## src/rtl/id_stage.sv

```systemverilog
// id_stage - instruction decode stage of the five-stage 32-bit pipeline.
//
// Takes the IF/ID pair (Next_Address, Instruction). It reads the register
// file, with same-cycle write-back bypass, and decodes the control word.
// Branches and jumps are resolved here. It detects load-use and
// branch-operand hazards and registers everything into ID/EX.
//
// Ports:
//   clk, rst                  clock (rising edge), async active-low reset
//   Next_Address, Instruction IF/ID pair
//   wb_we, wb_addr, wb_data   register-file write port (write-back stage)
//   exmem_regwrite, exmem_rd  destination of the instruction in MEM
//   PCWrite, hzdetect         stall handshake back to IF
//   PCSrc, Branch_Address     redirect to IF (taken branch/jump)
//   flush                     clear IF/ID on the next edge
//   ctrl_out .. pc4_out       ID/EX pipeline register
//   ctrl_out bit map:
//     [0] reg_write  [1] mem_to_reg  [2] mem_read  [3] mem_write
//     [4] alu_src    [5] reg_dst     [7:6] alu_op
module id_stage #(
    parameter int XLEN = 32,
    parameter int NREG = 32
) (
    input  logic            clk,
    input  logic            rst,
    input  logic [XLEN-1:0] Next_Address,
    input  logic [31:0]     Instruction,
    input  logic            wb_we,
    input  logic [4:0]      wb_addr,
    input  logic [XLEN-1:0] wb_data,
    input  logic            exmem_regwrite,
    input  logic [4:0]      exmem_rd,
    output logic            PCWrite,
    output logic            hzdetect,
    output logic            PCSrc,
    output logic [XLEN-1:0] Branch_Address,
    output logic            flush,
    output logic [7:0]      ctrl_out,
    output logic [XLEN-1:0] rs_data_out,
    output logic [XLEN-1:0] rt_data_out,
    output logic [XLEN-1:0] imm_out,
    output logic [4:0]      rs_out,
    output logic [4:0]      rt_out,
    output logic [4:0]      rd_out,
    output logic [XLEN-1:0] pc4_out
);

    localparam logic [5:0] OP_R    = 6'h00;
    localparam logic [5:0] OP_J    = 6'h02;
    localparam logic [5:0] OP_BEQ  = 6'h04;
    localparam logic [5:0] OP_BNE  = 6'h05;
    localparam logic [5:0] OP_ADDI = 6'h08;
    localparam logic [5:0] OP_LW   = 6'h23;
    localparam logic [5:0] OP_SW   = 6'h2B;

    logic [5:0]  opcode;
    logic [4:0]  rs, rt, rd;
    logic [15:0] imm16;

    assign opcode = Instruction[31:26];
    assign rs     = Instruction[25:21];
    assign rt     = Instruction[20:16];
    assign rd     = Instruction[15:11];
    assign imm16  = Instruction[15:0];

    // ---------------- decode ----------------
    logic [7:0] ctrl;
    logic       is_r, is_sw, is_beq, is_bne, is_j, is_br;

    always_comb begin
        ctrl = 8'h00;
        unique case (opcode)
            OP_R:    ctrl = 8'b10_1_0_0_0_0_1;
            OP_LW:   ctrl = 8'b00_0_1_0_1_1_1;
            OP_SW:   ctrl = 8'b00_0_1_1_0_0_0;
            OP_ADDI: ctrl = 8'b00_0_1_0_0_0_1;
            default: ctrl = 8'h00;   // branches, jump and unknown opcodes
        endcase
    end

    assign is_r   = (opcode == OP_R);
    assign is_sw  = (opcode == OP_SW);
    assign is_beq = (opcode == OP_BEQ);
    assign is_bne = (opcode == OP_BNE);
    assign is_j   = (opcode == OP_J);
    assign is_br  = is_beq | is_bne;

    // ---------------- register file ----------------
    // Entry 0 is never written, so it stays zero. The read path also forces
    // r0 to zero explicitly.
    logic [XLEN-1:0] regs [NREG];
    logic [XLEN-1:0] rs_val, rt_val;

    always_ff @(posedge clk or negedge rst) begin
        if (!rst) begin
            for (int i = 0; i < NREG; i++) regs[i] <= '0;
        end else if (wb_we && wb_addr != 5'd0) begin
            regs[wb_addr] <= wb_data;
        end
    end

    // A write landing this cycle is visible to this cycle's reader. This
    // covers the WB->ID distance without a stall.
    assign rs_val = (rs == 5'd0) ? '0 :
                    (wb_we && wb_addr == rs) ? wb_data : regs[rs];
    assign rt_val = (rt == 5'd0) ? '0 :
                    (wb_we && wb_addr == rt) ? wb_data : regs[rt];

    // ---------------- hazard detection ----------------
    logic       uses_rt, haz_load, haz_br, stall;
    logic [4:0] idex_dst;

    assign uses_rt  = is_r | is_sw | is_br;
    assign idex_dst = ctrl_out[5] ? rd_out : rt_out;

    // A load in EX cannot forward its result to the next instruction.
    assign haz_load = ctrl_out[2] && (rt_out != 5'd0) &&
                      ((rt_out == rs) || (uses_rt && rt_out == rt));

    // Branches compare in ID. Any producer still in EX or MEM is too late.
    assign haz_br = is_br &&
        ((ctrl_out[0] && idex_dst != 5'd0 &&
          (idex_dst == rs || idex_dst == rt)) ||
         (exmem_regwrite && exmem_rd != 5'd0 &&
          (exmem_rd == rs || exmem_rd == rt)));

    assign stall    = haz_load | haz_br;
    assign PCWrite  = ~stall;
    assign hzdetect = stall;

    // ---------------- branch unit ----------------
    logic            taken;
    logic [XLEN-1:0] br_target, j_target;

    assign br_target = Next_Address + {{(XLEN-18){imm16[15]}}, imm16, 2'b00};
    assign j_target  = {Next_Address[XLEN-1:28], Instruction[25:0], 2'b00};

    assign taken = (is_beq && rs_val == rt_val) ||
                   (is_bne && rs_val != rt_val) || is_j;

    assign Branch_Address = is_j ? j_target : br_target;
    // A stalled branch is re-resolved when it re-presents next cycle.
    assign PCSrc = taken & ~stall;
    assign flush = taken & ~stall;

    // ---------------- ID/EX register ----------------
    always_ff @(posedge clk or negedge rst) begin
        if (!rst) begin
            ctrl_out    <= '0;
            rs_data_out <= '0;
            rt_data_out <= '0;
            imm_out     <= '0;
            rs_out      <= '0;
            rt_out      <= '0;
            rd_out      <= '0;
            pc4_out     <= '0;
        end else begin
            ctrl_out    <= stall ? 8'h00 : ctrl;   // bubble on stall
            rs_data_out <= rs_val;
            rt_data_out <= rt_val;
            imm_out     <= {{(XLEN-16){imm16[15]}}, imm16};
            rs_out      <= rs;
            rt_out      <= rt;
            rd_out      <= rd;
            pc4_out     <= Next_Address;
        end
    end

endmodule

```

## config.mk

```make
export PLATFORM = sky130hd
export DESIGN_NAME = id_stage
export DESIGN_NICKNAME = d
export VERILOG_FILES = /design/src/rtl/id_stage.sv
export SDC_FILE = /design/constraint.sdc
export NUM_CORES = 2
export LEC_CHECK = 0
export BUFFER_PORTS_ARGS = -buffer_cell sky130_fd_sc_hd__buf_2
export CAP_MARGIN = 20
export CORE_MARGIN = 4
export CORE_UTILIZATION = 30
export DETAILED_ROUTE_END_ITERATION = 6
export PLACE_DENSITY = 0.52
export SYNTH_ARGS = -nofsm -noshare
export SYNTH_HDL_FRONTEND = slang
export SYNTH_SLANG_ARGS = --single-unit
```

## constraint.sdc

```tcl
create_clock -name clk -period 6.86 [get_ports clk]
set_input_delay 1.715 -clock clk [delete_from_list [all_inputs] [get_ports clk]]
set_output_delay 1.715 -clock clk [all_outputs]
set_load 0.02 [all_outputs]
```

==> results.sh <==
export IMPL_fin_worst_skew_ns=0.0465
export IMPL_nets=4966
export IMPL_die_y_um=459
export IMPL_finalSetupViolCount=2
export IMPL_reg2reg_from="ctrl_out[5]"
export IMPL_grt_usage_pct=22.8
export IMPL_die_area_mm2=0.211
export IMPL_period_needed_ns=7.29
export IMPL_r2r_end="ctrl_out[5]"
export IMPL_chipWidth_um=459
export IMPL_h_tree_depth=4
export IMPL_drcViolationCount=0
export IMPL_path_clk_slew_ns=0.06
export IMPL_synth_edf_count=0
export IMPL_fillers=19200
export IMPL_drtIter0Drc=4505
export IMPL_synth_seq_cells=1151
export IMPL_grt_pass1_vias=44100
export IMPL_cts_made_buffers=134
export IMPL_synth_cell_type_count=78
export IMPL_async_reset_ff_share_pct=100
export IMPL_crit_arrival_ns=5.58
export IMPL_layout_drive_gt1_share_pct=51.8
export IMPL_finalSetupTns_ns=-0.868
export IMPL_violations="negative setup slack"
export IMPL_root_buffer="clkbuf_16"
export IMPL_clock_latency_ns=0.81
export IMPL_vdd_ir_drop_max_v=0.000281
export IMPL_yosys_area_top_type="dfrtp_1"
export IMPL_cp_required_ns=5.14
export IMPL_crit_path_end_kind="primary output"
export IMPL_clock_sinks=1151
export IMPL_place_gp_congestion=0.878
export IMPL_antenna_found_initial=22
export IMPL_multi_input_area_mm2=0.0303
export IMPL_grt_pass1_wl_um=344000
export IMPL_cpMostUsedCell="buf_12"
export IMPL_synth_ff_type="dfrtp_1"
export IMPL_p_leak_uw=0.0330
export IMPL_period_share_pct=106
export IMPL_wl_um=245000
export IMPL_r2r_setup_slack_ns=4.48
export IMPL_synthTopCellsByCount="1151 x dfrtp_1, 1014 x mux2_2, 379 x mux4_2, 270 x clkbuf_1, 256 x mux2i_1"
export IMPL_avgSynthCellArea_um2=14.1
export IMPL_utilization_pct=36.8
export IMPL_hold_viol=0
export IMPL_portBuffers=295
export IMPL_area_delta_synth_final_pct=22.1
export IMPL_grt_setup_unrepaired="true"
export IMPL_timing_final_ws_setup_ns=-0.434
export IMPL_worstSetupStartpoint="Instruction[17]"
export IMPL_cts_hold_buf=0
export IMPL_powerDensity_mw_per_mm2=285
export IMPL_yosysMostFrequentCell="dfrtp_1"
export IMPL_fmax_ghz=0.137
export IMPL_drv_cap=0
export IMPL_grt_max_degree=153
export IMPL_grt_overflow_total=0
export IMPL_slew_headroom_pct=21.2
export IMPL_drtAntennaViolNets=0
export IMPL_slowest_stage="and4b_2"
export IMPL_synth_fp_nets=4465
export IMPL_worstPathMaxFanout=14
export IMPL_wire_per_inst_um=32.1
export IMPL_tightestPinTransition_ns=1.18
export IMPL_synth_top_cells_by_area="dfrtp_1 47%, mux2_2 19%, mux4_2 14%, mux2i_1 4.2%, clkbuf_1 1.7%"
export IMPL_startpoint_type="primary input"
export IMPL_yosysSeqAreaShare_pct=47.2
export IMPL_crit_type="in -> out"
export IMPL_cts_tree="built"
export IMPL_crit_path_end="flush"
export IMPL_vias=43600
export IMPL_synth_top_cell_area_share_pct=47.2
export IMPL_initial_core_util_pct=30.2
export IMPL_syn_inst=4325
export IMPL_synth_yosys_warnings=0
export IMPL_crit_chain="buf_8 -> buf_16 -> buf_12 -> xnor2_2 -> nand4_1 -> buf_4 -> nor3_4 -> buf_12 -> buf_12 -> buf_6 -> a32o_2 -> xnor2_4 -> and4b_2 -> nand4_1 -> buf_4 -> o31a_1 -> o21ai_4 -> a21oi_4 -> buf_6"
export IMPL_hpwlAfterDp_um=160000
export IMPL_status="finished, violations left"
export IMPL_rr_worst_depth=9
export IMPL_drt_pass1_iter_count=6
export IMPL_vias_per_cell=5.72
export IMPL_finalMaxSlewViolations=0
export IMPL_cpPeakStageDelay_ns=0.35
export IMPL_row_count=165
export IMPL_hold_path_class="reg -> reg"
export IMPL_syn_area_mm2=0.0610
export IMPL_seqCellArea_mm2=0.0288
export IMPL_io_pins=297
export IMPL_core_area_mm2=0.202
export IMPL_clk_path_buf_depth=3
==> worst min-delay path by stage <==
stage / to / cells past startpoint / start
5_1_grt: regs[1004] / 0 / regs[1004]
6_report: regs[1023] / 0 / regs[1023]
3_5_place_dp: regs[1016] / 0 / regs[1016]
2_1_floorplan: regs[1001] / 1 / regs[1001]
3_3_place_gp: regs[1001] / 0 / regs[1001]
4_1_cts: regs[1023] / 0 / regs[1023]
==> final cells by class <==
cell class / count / area share, %
diodes: 11 / 0.0370
clock buffers: 195 / 5.31
clock inverters: 50 / 0.948
inverters: 23 / 0.116
multi-input cells: 2673 / 40.6
flip-flops and latches: 1151 / 38.7
well taps: 2672 / 4.49
repair buffers: 843 / 9.78
==> metal layers <==
layer	part of all wire, %	up-vias	wire, µm	global-route usage [%]
met2	46	2033	111000	35.4
li1	-	17600	-	-
met4	3.8	6	9410	8.44
met1	43	23500	105000	31.1
met5	0.017	-	41	0
met3	7.5	482	18500	5.05
==> layout by cell type (no fill, tap or decap), types with 41 or more instances in the layout <==
cell type and instances:
a32o_1 41, o21ai_0 50, clkbuf_16 139, mux2i_1 255, mux4_2 379, a22oi_1 87, buf_4 425, xnor2_1 52
buf_12 94, a21oi_1 91, buf_2 283, nor2_1 53, o221ai_1 68, dfrtp_1 1151, nand2_1 121, mux2_2 1014
==> stage by stage <==
stage / instances / area [µm²] / hold WS [ns] / setup slack [ns] / total power (µW)
floorplan: 4325 / 61000 / 0.441 / 0.241 / 11700
global placement: 7303 / 68500 / 0.377 / -1.03 / 13400
detailed placement: 7307 / 68600 / 0.383 / -0.970 / 13500
CTS: 7587 / 74000 / 0.396 / -0.237 / 21300
global route: 7614 / 74500 / 0.409 / -0.456 / 22100
finish: 7618 / 74500 / 0.394 / -0.434 / 21200
==> timing repair <==
item	4_1_cts	5_1_grt
gates resized for setup	71	32
pin swaps	17	26
gates cloned	6	2
setup buffers	29	17
setup endpoints to repair	2	4
==> power breakdown <==
group          switching, µW  total (µW)  leakage [µW]  internal (µW)
clock                   3140        7640       0.00230           4500
sequential               920        8930        0.0147           8010
combinational           2110        4650        0.0160           2550
==> sequential cells by signal, summed over array words and instances (netlist names) <==
| name | cells |
|---|---|
| rt_out | 5 |
| pc4_out | 32 |
| ctrl_out | 5 |
| rs_data_out | 32 |
| rt_data_out | 32 |
| rd_out | 4 |
| imm_out | 12 |
| rs_out | 5 |
| regs | 1024 |
==> critical path, delay by kind of cell <==
| kind | cells | cell delay, ns |
|---|---|---|
| XOR/XNOR | 2 | 0.31 |
| AND/OR/NAND/NOR | 4 | 0.99 |
| buffers and inverters | 9 | 1.53 |
| AO/OA/AOI/OAI | 4 | 0.96 |
==> logic make-up after synthesis <==
kind of cell,synth area share (%)
AOI/OAI and AO/OA,6.51
xor gates and xnor gates,1.36
adders and majority gates,0.628
buffers and inverters,4.08
DFF,47.2
muxes,37.5
other,0.00615
and+or+nand+nor,2.65
No activity file was read; power rests on OpenSTA's default activity.
